--- src/rtl/lbb_dma_pkg.sv ---
// Shared types and helpers for the LBB DMA request arbiter: FSM state encoding,
// request-pin bit positions and the round-robin pointer advance.
package lbb_dma_pkg;

  typedef enum logic [2:0] {
    ST_IDLE,
    ST_GRANT,
    ST_REQ,
    ST_XFER,
    ST_RELEASE
  } dma_state_e;

  localparam int REQ_BIT  = 0;
  localparam int LAST_BIT = 1;

  function automatic int rr_next(input int ch, input int nch);
    return (ch >= nch - 1) ? 0 : ch + 1;
  endfunction

endpackage

--- src/rtl/lbb_rr_arb.sv ---
// NCH-wide round-robin picker: first active-low request at or after the
// registered pointer, modulo NCH. Pointer moves past a channel on adv_i.
module lbb_rr_arb
  import lbb_dma_pkg::*;
#(
  parameter int NCH = 5,
  parameter int CHW = 3
) (
  input  logic           clk_i,
  input  logic           rst_ni,
  input  logic [NCH-1:0] req_n_i,
  input  logic           adv_i,
  input  logic [CHW-1:0] adv_ch_i,
  output logic           any_o,
  output logic [CHW-1:0] pick_o
);

  logic [CHW-1:0]   ptr_q, ptr_d;
  logic [2*NCH-1:0] req_rot;
  logic [CHW:0]     off;
  logic [CHW:0]     sum;

  // Doubling the vector turns the modulo scan into a plain shift.
  assign req_rot = {~req_n_i, ~req_n_i} >> ptr_q;

  always_comb begin
    any_o = 1'b0;
    off   = '0;
    for (int i = 0; i < NCH; i++) begin
      if (!any_o && req_rot[i]) begin
        any_o = 1'b1;
        off   = (CHW+1)'(i);
      end
    end
  end

  assign sum    = {1'b0, ptr_q} + off;
  assign pick_o = (sum >= (CHW+1)'(NCH)) ? CHW'(sum - (CHW+1)'(NCH)) : CHW'(sum);

  assign ptr_d = adv_i ? CHW'(rr_next(int'(adv_ch_i), NCH)) : ptr_q;

  always_ff @(posedge clk_i or negedge rst_ni) begin
    if (!rst_ni) ptr_q <= '0;
    else         ptr_q <= ptr_d;
  end

endmodule

--- src/rtl/lbb_dma_req_arb.sv ---
// TCI-to-i960 DMA request arbiter and burst controller (round robin, word
// counting, EOT). Optional REQ watchdog: define LBB_DMA_WATCHDOG_EN.
module lbb_dma_req_arb
  import lbb_dma_pkg::*;
#(
  parameter int NCH       = 5,
  parameter int CHW       = 3,
  parameter int BURST_MAX = 8,
  parameter int CNT_W     = 4,
  parameter int TMO_CYC   = 255
) (
  input  logic             I_LCLK,
  input  logic             IN_RESET,
  input  logic [2*NCH-1:0] IN_TCI_DMA_REQ,
  input  logic             IN_DACK,
  input  logic             IN_READYo,
  output logic             ON_DREQ,
  output logic             ON_EOT,
  output logic [NCH-1:0]   ON_TCI_BLOCK_SEL,
  output logic             O_GNT_VALID,
  output logic [CHW-1:0]   O_GNT_CH,
  output logic [CNT_W-1:0] O_WORD_CNT,
  output logic             O_TMO_ERR
);

  if (NCH < 2 || NCH > 16 || (2**CHW) < NCH || BURST_MAX < 1 ||
      BURST_MAX >= (2**CNT_W) || TMO_CYC < 1) begin : g_cfg_err
    $error("lbb_dma_req_arb: illegal parameter set");
  end

  logic [2*NCH-1:0] req_meta_q, req_sync_q;
  dma_state_e       state_q, state_d;
  logic [CHW-1:0]   gnt_ch_q, gnt_ch_d;
  logic             last_q, last_d;
  logic [NCH-1:0]   sel_q, sel_d;
  logic             vld_q, vld_d;
  logic [CNT_W-1:0] cnt_q, cnt_d;
  logic [CNT_W:0]   cnt_inc;
  logic [NCH-1:0]   req_n, last_n, pick_oh;
  logic             any_req, adv, eot, word;
  logic [CHW-1:0]   pick;

  for (genvar c = 0; c < NCH; c++) begin : g_ch
    assign req_n[c]  = req_sync_q[2*c + REQ_BIT];
    assign last_n[c] = req_sync_q[2*c + LAST_BIT];
  end

  lbb_rr_arb #(.NCH(NCH), .CHW(CHW)) u_rr (
    .clk_i   (I_LCLK),
    .rst_ni  (IN_RESET),
    .req_n_i (req_n),
    .adv_i   (adv),
    .adv_ch_i(gnt_ch_q),
    .any_o   (any_req),
    .pick_o  (pick)
  );

  assign pick_oh = NCH'(1) << pick;
  assign word    = ~IN_DACK & ~IN_READYo;
  assign cnt_inc = {1'b0, cnt_q} + 1'b1;

`ifdef LBB_DMA_WATCHDOG_EN
  localparam int TMO_W = $clog2(TMO_CYC + 1);
  logic [TMO_W-1:0] tmo_q, tmo_d;
  logic             err_q, err_d;
`endif

  always_comb begin
    state_d  = state_q;
    gnt_ch_d = gnt_ch_q;
    last_d   = last_q;
    sel_d    = sel_q;
    vld_d    = vld_q;
    cnt_d    = cnt_q;
    adv      = 1'b0;
    eot      = 1'b0;
`ifdef LBB_DMA_WATCHDOG_EN
    err_d    = err_q;
`endif
    unique case (state_q)
      ST_IDLE: begin
        if (any_req) begin
          state_d  = ST_GRANT;
          gnt_ch_d = pick;
          last_d   = |(~last_n & pick_oh);
          sel_d    = ~pick_oh;
          vld_d    = 1'b1;
          cnt_d    = '0;
        end
      end
      ST_GRANT: state_d = ST_REQ;
      ST_REQ: begin
        if (!IN_DACK) state_d = ST_XFER;
`ifdef LBB_DMA_WATCHDOG_EN
        else if (tmo_q == TMO_W'(TMO_CYC - 1)) begin
          state_d = ST_RELEASE;
          err_d   = 1'b1;
        end
`endif
      end
      ST_XFER: begin
        if (word) begin
          if (cnt_q != CNT_W'(BURST_MAX)) cnt_d = cnt_inc[CNT_W-1:0];
          if (cnt_inc == (CNT_W+1)'(BURST_MAX) || last_q) begin
            eot     = 1'b1;
            state_d = ST_RELEASE;
          end
        end else if (IN_DACK) begin
          state_d = ST_RELEASE;
        end
      end
      ST_RELEASE: state_d = ST_IDLE;
      default:    state_d = ST_IDLE;
    endcase
    // Drop the grant on entry so RELEASE already shows it released.
    if (state_d == ST_RELEASE && state_q != ST_RELEASE) begin
      sel_d = '1;
      vld_d = 1'b0;
      adv   = 1'b1;
    end
  end

  always_ff @(posedge I_LCLK or negedge IN_RESET) begin
    if (!IN_RESET) begin
      req_meta_q <= '1;
      req_sync_q <= '1;
      state_q    <= ST_IDLE;
      gnt_ch_q   <= '0;
      last_q     <= 1'b0;
      sel_q      <= '1;
      vld_q      <= 1'b0;
      cnt_q      <= '0;
    end else begin
      req_meta_q <= IN_TCI_DMA_REQ;
      req_sync_q <= req_meta_q;
      state_q    <= state_d;
      gnt_ch_q   <= gnt_ch_d;
      last_q     <= last_d;
      sel_q      <= sel_d;
      vld_q      <= vld_d;
      cnt_q      <= cnt_d;
    end
  end

`ifdef LBB_DMA_WATCHDOG_EN
  assign tmo_d = (state_q == ST_REQ) ? tmo_q + 1'b1 : '0;

  always_ff @(posedge I_LCLK or negedge IN_RESET) begin
    if (!IN_RESET) begin
      tmo_q <= '0;
      err_q <= 1'b0;
    end else begin
      tmo_q <= tmo_d;
      err_q <= err_d;
    end
  end

  assign O_TMO_ERR = err_q;
`else
  assign O_TMO_ERR = 1'b0;
`endif

  assign ON_DREQ          = ~(state_q == ST_REQ || state_q == ST_XFER);
  assign ON_EOT           = ~eot;
  assign ON_TCI_BLOCK_SEL = sel_q;
  assign O_GNT_VALID      = vld_q;
  assign O_GNT_CH         = gnt_ch_q;
  assign O_WORD_CNT       = cnt_q;

endmodule
--- config.mk ---
export PLATFORM = sky130hd
export DESIGN_NAME = lbb_dma_req_arb
export DESIGN_NICKNAME = d
export VERILOG_FILES = /design/src/rtl/lbb_dma_pkg.sv /design/src/rtl/lbb_rr_arb.sv /design/src/rtl/lbb_dma_req_arb.sv
export SDC_FILE = /design/constraint.sdc
export NUM_CORES = 1
export LEC_CHECK = 0
export ABC_AREA = 1
export ABC_CLOCK_PERIOD_IN_PS = 3450
export CORE_MARGIN = 2
export CORE_UTILIZATION = 54
export CTS_BUF_LIST = sky130_fd_sc_hd__clkbuf_16
export CTS_CLUSTER_SIZE = 8
export DETAILED_ROUTE_END_ITERATION = 16
export GPL_ROUTABILITY_DRIVEN = 0
export GPL_TIMING_DRIVEN = 0
export PLACE_DENSITY = 0.89
export SLEW_MARGIN = 20
export SYNTH_ARGS = -nofsm -noshare
export SYNTH_HDL_FRONTEND = slang
export SYNTH_SLANG_ARGS = --single-unit
--- constraint.sdc ---
create_clock -name I_LCLK -period 3.45 [get_ports I_LCLK]
set_input_delay 0.69 -clock I_LCLK [delete_from_list [all_inputs] [get_ports I_LCLK]]
set_output_delay 0.69 -clock I_LCLK [all_outputs]
set_load 0.02 [all_outputs]
**After elaboration in Yosys (flattened, before gate mapping)**

Index checks and enable logic that the tools add are counted.

- Register bits: 40
- Output and inout bits: 16

- $add $sub $neg: 4
- Magnitude comparators: 2
- Equal/unequal tests: 10
- Shift operators: 2
- Multiplexer cells: 31
- Bitwise gates (word level): 9
- Reductions and logical operators: 19

Operators by type and width:

| operator | number |
|---|---|
| $mux 3 | 8 |
| $mux 5 | 3 |
| $not 5->5 | 3 |
| $mux 1 | 13 |
| $mux 4 | 3 |
| $pmux 3 s4 | 1 |
| $shr 10x3->5 | 1 |
| $pmux 4 s2 | 1 |
| $eq 3x2->1 const B | 2 |
| $ne 2x2->1 const B | 3 |
| $reduce_bool 2->1 | 3 |
| $add 4x1->5 const B | 1 |
| $and 5x5->5 | 1 |
| $eq 5x4->1 const B | 1 |
| $logic_and 1x1->1 | 5 |
| $reduce_or 5->1 | 1 |
| $shl 1x3->5 const A | 1 |
| $add 3x3->4 | 1 |
| $ge 4x3->1 const B | 1 |
| $logic_not 1->1 | 4 |
| $mux 2 | 2 |
| $ne 4x4->1 const B | 1 |
| $not 1->1 | 4 |
| $reduce_and 2->1 | 2 |
| other kinds (10) | 11 |

**Longest topological paths before layout**

Gate-level depths: netlist (run 1).

- Depth after elaboration: 23
- Depth in mapped cells: 24
- Mapped depth without buffers: 24

**Cells and area by module**

A second synthesis (run 1) with hierarchy kept.

- Cells, all modules: 235
- Area total of the unflattened synthesis: 2037.0 um^2

Modules (own cells, without submodules):

| module | instances | cells each | area each (um^2) | sequential area each (um^2) |
|---|---|---|---|---|
| lbb_dma_req_arb | 1 | 140 | 1473.9 | 957.2 |
| lbb_rr_arb | 1 | 95 | 563.0 | 75.1 |

**Worst setup path after synthesis (run 1)**

Ideal clock, no wire load.

- Path type: reg-to-reg
- From: register u_rr.ptr_q[0]
- To: register last_q
- Data arrival time: 2.994 ns
- Setup slack: 0.383 ns
- Stages on the path, launching flop included: 24
- Period minus slack after synthesis: 3.067 ns
- Cells stage by stage: dfrtp_1 inv_2 nand2_1 nand3_1 nand2_1 nand2_1 nand2_1 a31oi_1 nor2_1 ha_1 fa_1 inv_1 ha_1 inv_1 nand2_1 nand3_1 nand2_1 nand2_1 nand2_2 nor2_1 nand2_1 nor2_1 nor2_2 a21oi_2

- Word-level cells in the longest chain between the ends: 20

RTL lines:

| what | line | text |
|---|---|---|
| start: declaration | lbb_rr_arb.sv:18 | `logic [CHW-1:0] ptr_q, ptr_d;` |
| start signal: assignment | lbb_rr_arb.sv:44 | `else ptr_q <= ptr_d;` |
| $shr 10x3->5 | lbb_rr_arb.sv:24 | `assign req_rot = {~req_n_i, ~req_n_i} >> ptr_q;` |
| $mux 1 | lbb_rr_arb.sv:30 | `if (!any_o && req_rot[i]) begin` |
| $logic_not 1->1 | lbb_rr_arb.sv:30 |  |
| $logic_and 1x1->1 | lbb_rr_arb.sv:30 |  |
| $mux 1 | lbb_rr_arb.sv:30 |  |
| $logic_not 1->1 | lbb_rr_arb.sv:30 |  |
| $logic_and 1x1->1 | lbb_rr_arb.sv:30 |  |
| $mux 1 | lbb_rr_arb.sv:30 |  |
| (+4 left out) | n/a |  |
| $logic_and 1x1->1 | lbb_rr_arb.sv:30 |  |
| $mux 3 | lbb_rr_arb.sv:30 |  |
| $add 3x3->4 | lbb_rr_arb.sv:37 | `assign sum = {1'b0, ptr_q} + off;` |
| $ge 4x3->1 / $sub 3x3->3 (equally long branches) | lbb_rr_arb.sv:38 | `assign pick_o = (sum >= (CHW+1)'(NCH)) ? CHW'(sum - (CHW+1)'(NCH)) : CHW'(sum);` |
| $mux 3 | lbb_rr_arb.sv:38 |  |
| $shl 1x3->5 | lbb_dma_req_arb.sv:58 | `assign pick_oh = NCH'(1) << pick;` |
| $and 5x5->5 | lbb_dma_req_arb.sv:85 | `last_d = \|(~last_n & pick_oh);` |
| $reduce_or 5->1 | lbb_dma_req_arb.sv:85 |  |
| end signal: assignment | lbb_dma_req_arb.sv:138 | `last_q <= last_d;` |
| end: declaration | lbb_dma_req_arb.sv:34 | `logic last_q, last_d;` |

Parallel ways exist; a longest one is shown, timed or not.
A chain may end at the register's enable or synchronous reset.

**Worst setup path in the final report (run 1)**

- From: register req_sync_q[4]
- To: register last_q

- Word-level cells in the longest chain between the ends: 21

RTL lines:

| what | line | text |
|---|---|---|
| start: declaration | lbb_dma_req_arb.sv:31 | `logic [2*NCH-1:0] req_meta_q, req_sync_q;` |
| start signal: assignment | lbb_dma_req_arb.sv:135 | `req_sync_q <= req_meta_q;` |
| $not 5->5 * | lbb_rr_arb.sv:24 |  |
| $shr 10x3->5 * | lbb_rr_arb.sv:24 |  |
| $mux 1 | lbb_rr_arb.sv:30 |  |
| $logic_not 1->1 | lbb_rr_arb.sv:30 |  |
| $logic_and 1x1->1 | lbb_rr_arb.sv:30 |  |
| $mux 1 | lbb_rr_arb.sv:30 |  |
| $logic_not 1->1 | lbb_rr_arb.sv:30 |  |
| $logic_and 1x1->1 | lbb_rr_arb.sv:30 |  |
| (+5 left out) | n/a |  |
| $logic_and 1x1->1 | lbb_rr_arb.sv:30 |  |
| $mux 3 | lbb_rr_arb.sv:30 |  |
| $add 3x3->4 | lbb_rr_arb.sv:37 |  |
| $ge 4x3->1 / $sub 3x3->3 (equally long branches) | lbb_rr_arb.sv:38 |  |
| $mux 3 | lbb_rr_arb.sv:38 |  |
| $shl 1x3->5 | lbb_dma_req_arb.sv:58 |  |
| $and 5x5->5 | lbb_dma_req_arb.sv:85 |  |
| $reduce_or 5->1 | lbb_dma_req_arb.sv:85 |  |

Mark *: on every way between the ends. The rest lies on a longest branch, timed or not.

==> flow_summary.yaml, run 1 <==
floorplan:
  coreArea_um2: 3689
  rows: 22
  io_pins: 30
  die_x_um: 66.15
  die_h_um: 66.15
  dieArea_um2: 4376
  initial_core_util: 0.5655
setup_path:
  cp.required_ps: 3660
  path_class: "reg2reg"
  cp_max_fo: 6
  start_kind: "flip-flop"
  worstPathArrival_ps: 3470
  end_kind: "flip-flop"
cts:
  clk_latency_ps: 280
  cts_max_level: 2
  ctsHoldBuffers: 0
  clock_sinks: 40
  cts_buffers: 5
  ctsLongestPathBuffers: 2
  cts_tree: "done"
  cts_root_buf: "clkbuf_16"
  path_clk_slew_ps: 60
sta:
  finalCriticalPeriod_ps: 3256
  timing.setup.tns_ps: 0
  period_share: 0.9437
  max_freq_mhz: 307.1
  tightestPinTransition_ps: 806.5
  fin_skew_ps: 6.071
  slew_headroom: 0.4582
  fin_ws_ps: 194.2
  hold_viol_final: 0
  setup_viol: 0
  slew_viol_final: 0
cells_and_area:
  post-route-util: 0.7263
  antennaDiodeCount: 0
  final_nets: 304
  fillers: 261
  multi_input_area_um2: 980.9
  drive_gt1_frac: 0.2456
  regArea_um2: 1035
  syn_to_final_growth_pct: 28.43
route:
  dr.pass1.iters: 4
  viasPerCell: 5.225
  wl_per_cell_um: 13.15
  drtAntennaViolNets: 0
  drc: 0
  vias: 1719
  drt_iter0_drc: 92
  wirelength_mm: 4.325
placed_design:
  port_buffers: 28
  post-place-ws_ps: -40.34
  hpwl_mm: 3.038
grt:
  grt_pass1_vias: 1610
  grtUsageMet1: 0.2856
  grt_usage: 0.2221
  use_met2: 0.3675
  antenna_found_initial: 0
  grtUsageMet3: 0.05111
  top_usage_layer: "met2"
  grt_overflow: 0
  grt_max_degree: 30
  grt_pass1_wl_mm: 7.307
synth:
  ys.warnings.count: 0
  yosysTopAreaCell: "dfstp_2"
  async_flop_share: 1.000
  syn_area_um2: 2086
  yosysMostFrequentCell: "nand2_1"
  synth_top_area_frac: 0.3149
  synth_area_leaders: "dfstp_2 (31%), dfrtp_1 (18%), nand2_1 (13%)"
  yosysUniqueCellTypes: 32
  synth_compound_area_frac: 0.06839
  synth_xor_area_frac: 0.008398
  synth_fp_nets: 267
  ys_ff_latch: 40
  synth_commonest_cells: "nand2_1 (70), inv_1 (29), nand3_1 (26), dfstp_2 (25), nor2_1 (18)"
  synthAdderAreaFrac: 0.06359
  ys_seq_area_frac: 0.4949
  synth_top_family_by_area: "simple AND/OR/NAND/NOR gates"
  synth-simple-area-share: 0.2981
  post_synth.cell_area_avg_um2: 8.583
  synth_edf_count: 0
  synth_top_flop_cell: "dfstp_2"
  synth_cells: 243
  synthMuxAreaShare: 0
status:
  status: "completed"
hold_path:
  hold_path.class: "in2async"
run:
  drv_cap: 0
==> through the flow <==
stage,hold WS (ps),instances,instance area [um2]
after floorplan,345.2,243,2086
after global placement,345.4,319,2426
after detailed placement,346.8,320,2441
after CTS,288.2,328,2615
after global routing,296.0,329,2679
final,282.8,329,2679
==> critical path, cell delays in order, from the launching register on <==
cell and delay (ps):
dfstp_2 530, nand2_1 80, nand3_1 110, nand2_1 70, nand2_1 60, nand2_1 90, a31oi_1 160, nor2_1 70
ha_1 210, fa_1 520, inv_1 80, ha_1 210, nand2_1 110, nand3_4 130, nand3_1 130, nand2_2 90
nor2_4 130, nand2_1 110, nor2_2 110, nor2_2 50, a21oi_2 120
==> placed cells by master (no fill, tap or decap), types with 5 or more instances in the layout <==
master           netlist  final
dfrtp_1               15     13
clkbuf_16              0      5
nand3_1               26     24
nor2_1                18     13
dfstp_2               25     25
nand2_1               70     65
inv_1                 29     29
a21oi_1                5      5
nand2_2                7     10
ha_1                   9      9
nor2_2                 2      5
o21ai_0                6      6
clkdlybuf4s50_1        0     27
==> kinds of logic (layout without fill, tap and decap cells) <==
kind of cell | count (synthesis) | after routing
and+or+nand+nor | 135 | 135
DFF | 40 | 40
buffers and inverters | 33 | 71
AOI/OAI and AO/OA | 22 | 22
adders and majority gates | 10 | 10
xor gates and xnor gates | 2 | 2
other | 1 | 1
==> cell type report <==
type                       count  area share
timing repair buffer          30      0.1130
tap                           48     0.02242
clock inverter                 3     0.01401
buffer                         2    0.007006
sequential                    40      0.3863
multi-input combinational    170      0.3662
inverter                      31     0.04437
clock buffer                   5     0.04671
==> repair_timing <==
action	in CTS	in global routing
buffers inserted	0	1
endpoints found under the setup margin	1	6
resized for setup	4	16
pin swaps	0	2
==> per-layer routing <==
metal / up-vias / wire, um
met5: - / 0
met4: 0 / 71
met3: 10 / 179
met2: 40 / 2270
met1: 819 / 1803
li1: 850 / -
==> state kept, by name (all words and copies together), names as in the netlist <==
signal	cells
ON_TCI_BLOCK_SEL	5
O_GNT_CH	3
O_GNT_VALID	1
O_WORD_CNT	4
last_q	1
req_meta_q	10
req_sync_q	10
state_q	3
u_rr.ptr_q	3
==> path summary, 6_finish.rpt <==
path | start | end | slack, ps | depth (start not counted)
worst max-delay path | req_sync_q[4] | last_q | 190 | 20
worst min-delay path | IN_RESET | O_GNT_VALID | 280 | 1
worst max register to register | req_sync_q[4] | last_q | 190 | 20
worst min register to register | req_meta_q[5] | req_sync_q[5] | 350 | 0
max in group asynchronous | IN_RESET | req_sync_q[3] | 2670 | 2
min in group I_LCLK | req_meta_q[5] | req_sync_q[5] | 350 | 0
Power of run 1 is left out: the tool's default activity adds up to more than one toggle a clock period on the data nets, which glitch-free logic cannot reach.
==> inputs of run 2 (changes only) <==
--- a/config.mk
+++ b/config.mk
@@ -8,13 +8,14 @@
 export ABC_AREA = 1
 export ABC_CLOCK_PERIOD_IN_PS = 3450
 export CORE_MARGIN = 2
-export CORE_UTILIZATION = 54
+export CORE_UTILIZATION = 62
 export CTS_BUF_LIST = sky130_fd_sc_hd__clkbuf_16
 export CTS_CLUSTER_SIZE = 8
 export DETAILED_ROUTE_END_ITERATION = 16
+export DONT_BUFFER_PORTS = 1
 export GPL_ROUTABILITY_DRIVEN = 0
 export GPL_TIMING_DRIVEN = 0
-export PLACE_DENSITY = 0.89
+export PLACE_DENSITY = 0.86
 export SLEW_MARGIN = 20
 export SYNTH_ARGS = -nofsm -noshare
 export SYNTH_HDL_FRONTEND = slang
==> flow_summary.yaml, run 2 (synthesis gave the netlist of run 1 again) <==
status:
  status: "completed"
route:
  route.met3.wl_um: 190
  vias: 1589
  wl_per_cell_um: 12.77
  met2WireLength_mm: 1.960
  drtAntennaViolNets: 0
  drt-met1-wl_mm: 1.553
  wirelength_mm: 3.831
  viasPerCell: 5.297
  dr.pass1.iters: 4
  maxUsedRoutingLayer: "met4"
  drc: 0
  drt_iter0_drc: 94
cells_and_area:
  layout_commonest_cell: "nand2_1"
  fillers: 243
  drive_gt1_frac: 0.2756
  multi_input_area_um2: 970.9
  syn_to_final_growth_pct: 13.44
  regArea_um2: 1036
  mostFrequentLayoutCells: "nand2_1 (65), inv_1 (30), dfstp_2 (25), nand3_1 (25), nor2_1 (14)"
  antennaDiodeCount: 0
  final_nets: 277
setup_path:
  critical_path.most_common_cell: "nand2_1"
  r2r_cells: 22
  cp.required_ps: 3610
  worstPathArrival_ps: 3440
  cp_slowest_cell: "fa_1"
  cp_max_fo: 7
  startpoint: "u_rr.ptr_q[0]"
  r2r_end: "last_q"
  reg2reg_from: "u_rr.ptr_q[0]"
  path_class: "reg2reg"
  path_cells: "inv_4, nand2_1, nand3_1, nand2_1, nand2_1, nand2_1, a31oi_1, nor2_1, ha_2, fa_1, inv_1, ha_1, nand2_1, nand3_4, nand2_4, nand2_1, nand2_1, nor2_1, nand3_1, nand2_1, nor2_1, a21oi_2"
  rrSetupSlack_ps: 170
  max_stage_delay_ps: 540
  start_kind: "flip-flop"
  end_kind: "flip-flop"
cts:
  cts_buffers: 5
  cts_root_buf: "clkbuf_16"
  cts_max_level: 2
  path_clk_slew_ps: 60
  clk_latency_ps: 280
  ctsLongestPathBuffers: 2
  cts_tree: "done"
  clock_sinks: 40
grt:
  grt_usage: 0.2207
  antenna_found_initial: 0
  grt_overflow: 0
  grt_max_degree: 41
  grt_pass1_vias: 1467
  grt_pass1_wl_mm: 5.989
run:
  drv_cap: 0
placed_design:
  post-place-ws_ps: 27.63
  hpwl_mm: 2.726
  port_buffers: 0
sta:
  finalCriticalPeriod_ps: 3280
  fin_skew_ps: 6.132
  fin_ws_ps: 170.4
  tightestPinTransition_ps: 834.5
  max_freq_mhz: 304.9
  setup_viol: 0
  period_share: 0.9506
  slew_headroom: 0.4394
  hold_viol_final: 0
  slew_viol_final: 0
floorplan:
  rows: 21
  io_pins: 30
  dieArea_um2: 3844
  die_x_um: 62
  die_h_um: 62
  coreArea_um2: 3284
  initial_core_util: 0.6350
hold_path:
  hold_path.class: "in2async"
[run 2: final cells by class]
class / count / area share
flip-flops and latches: 40 / 0.4379
multi-input cells: 170 / 0.4104
clock buffers: 5 / 0.05288
inverters: 31 / 0.05024
well taps: 46 / 0.02433
repair buffers: 3 / 0.009519
plain buffers: 2 / 0.007932
clock inverters: 3 / 0.006875
[run 2: metrics by stage]
stage | hold WS [ps] | cell area (um2) | util | TNS [ps] | instances
2_1_floorplan | 345.2 | 2086 | - | 0 | 243
3_3_place_gp | 346.0 | 2143 | 0.6526 | 0 | 289
3_5_place_dp | 346.8 | 2143 | 0.6526 | 0 | 289
4_1_cts | 97.21 | 2292 | 0.6979 | 0 | 297
5_1_grt | 90.66 | 2366 | 0.7204 | -45.83 | 300
6_report | 100.8 | 2366 | 0.7204 | 0 | 300
[run 2: how the worst max path moves through the flow]
stage | endpoint | slack, ps
floorplan | last_q | 380
global placement | last_q | 50
detailed placement | last_q | 30
CTS | last_q | 70
global route | last_q | -50
finish | last_q | 170
[run 2: worst max-delay path, delay by kind of cell (launching register included)]
| kind | cells | cell delay, ps |
|---|---|---|
| simple gates | 15 | 1350 |
| fa+ha+maj | 3 | 930 |
| flops | 1 | 450 |
| compound gates | 2 | 230 |
| buf+inv | 2 | 190 |
[run 2: timing repair]
action / in CTS / in global routing
hold buffers: 0 / 0
gates resized for setup: 2 / 17
setup buffers: 0 / 3
endpoints found under the setup margin: 1 / 6
endpoints found under the hold margin: 0 / 0
pin swaps: 0 / 4
[run 2: metal layers]
metal  track usage  vias to the layer above
met4        0.1064                        0
met5             0                        -
met2        0.3884                       45
li1              -                      795
met1        0.2400                      736
met3       0.06832                       13
Power of run 2 is left out for the same reason.
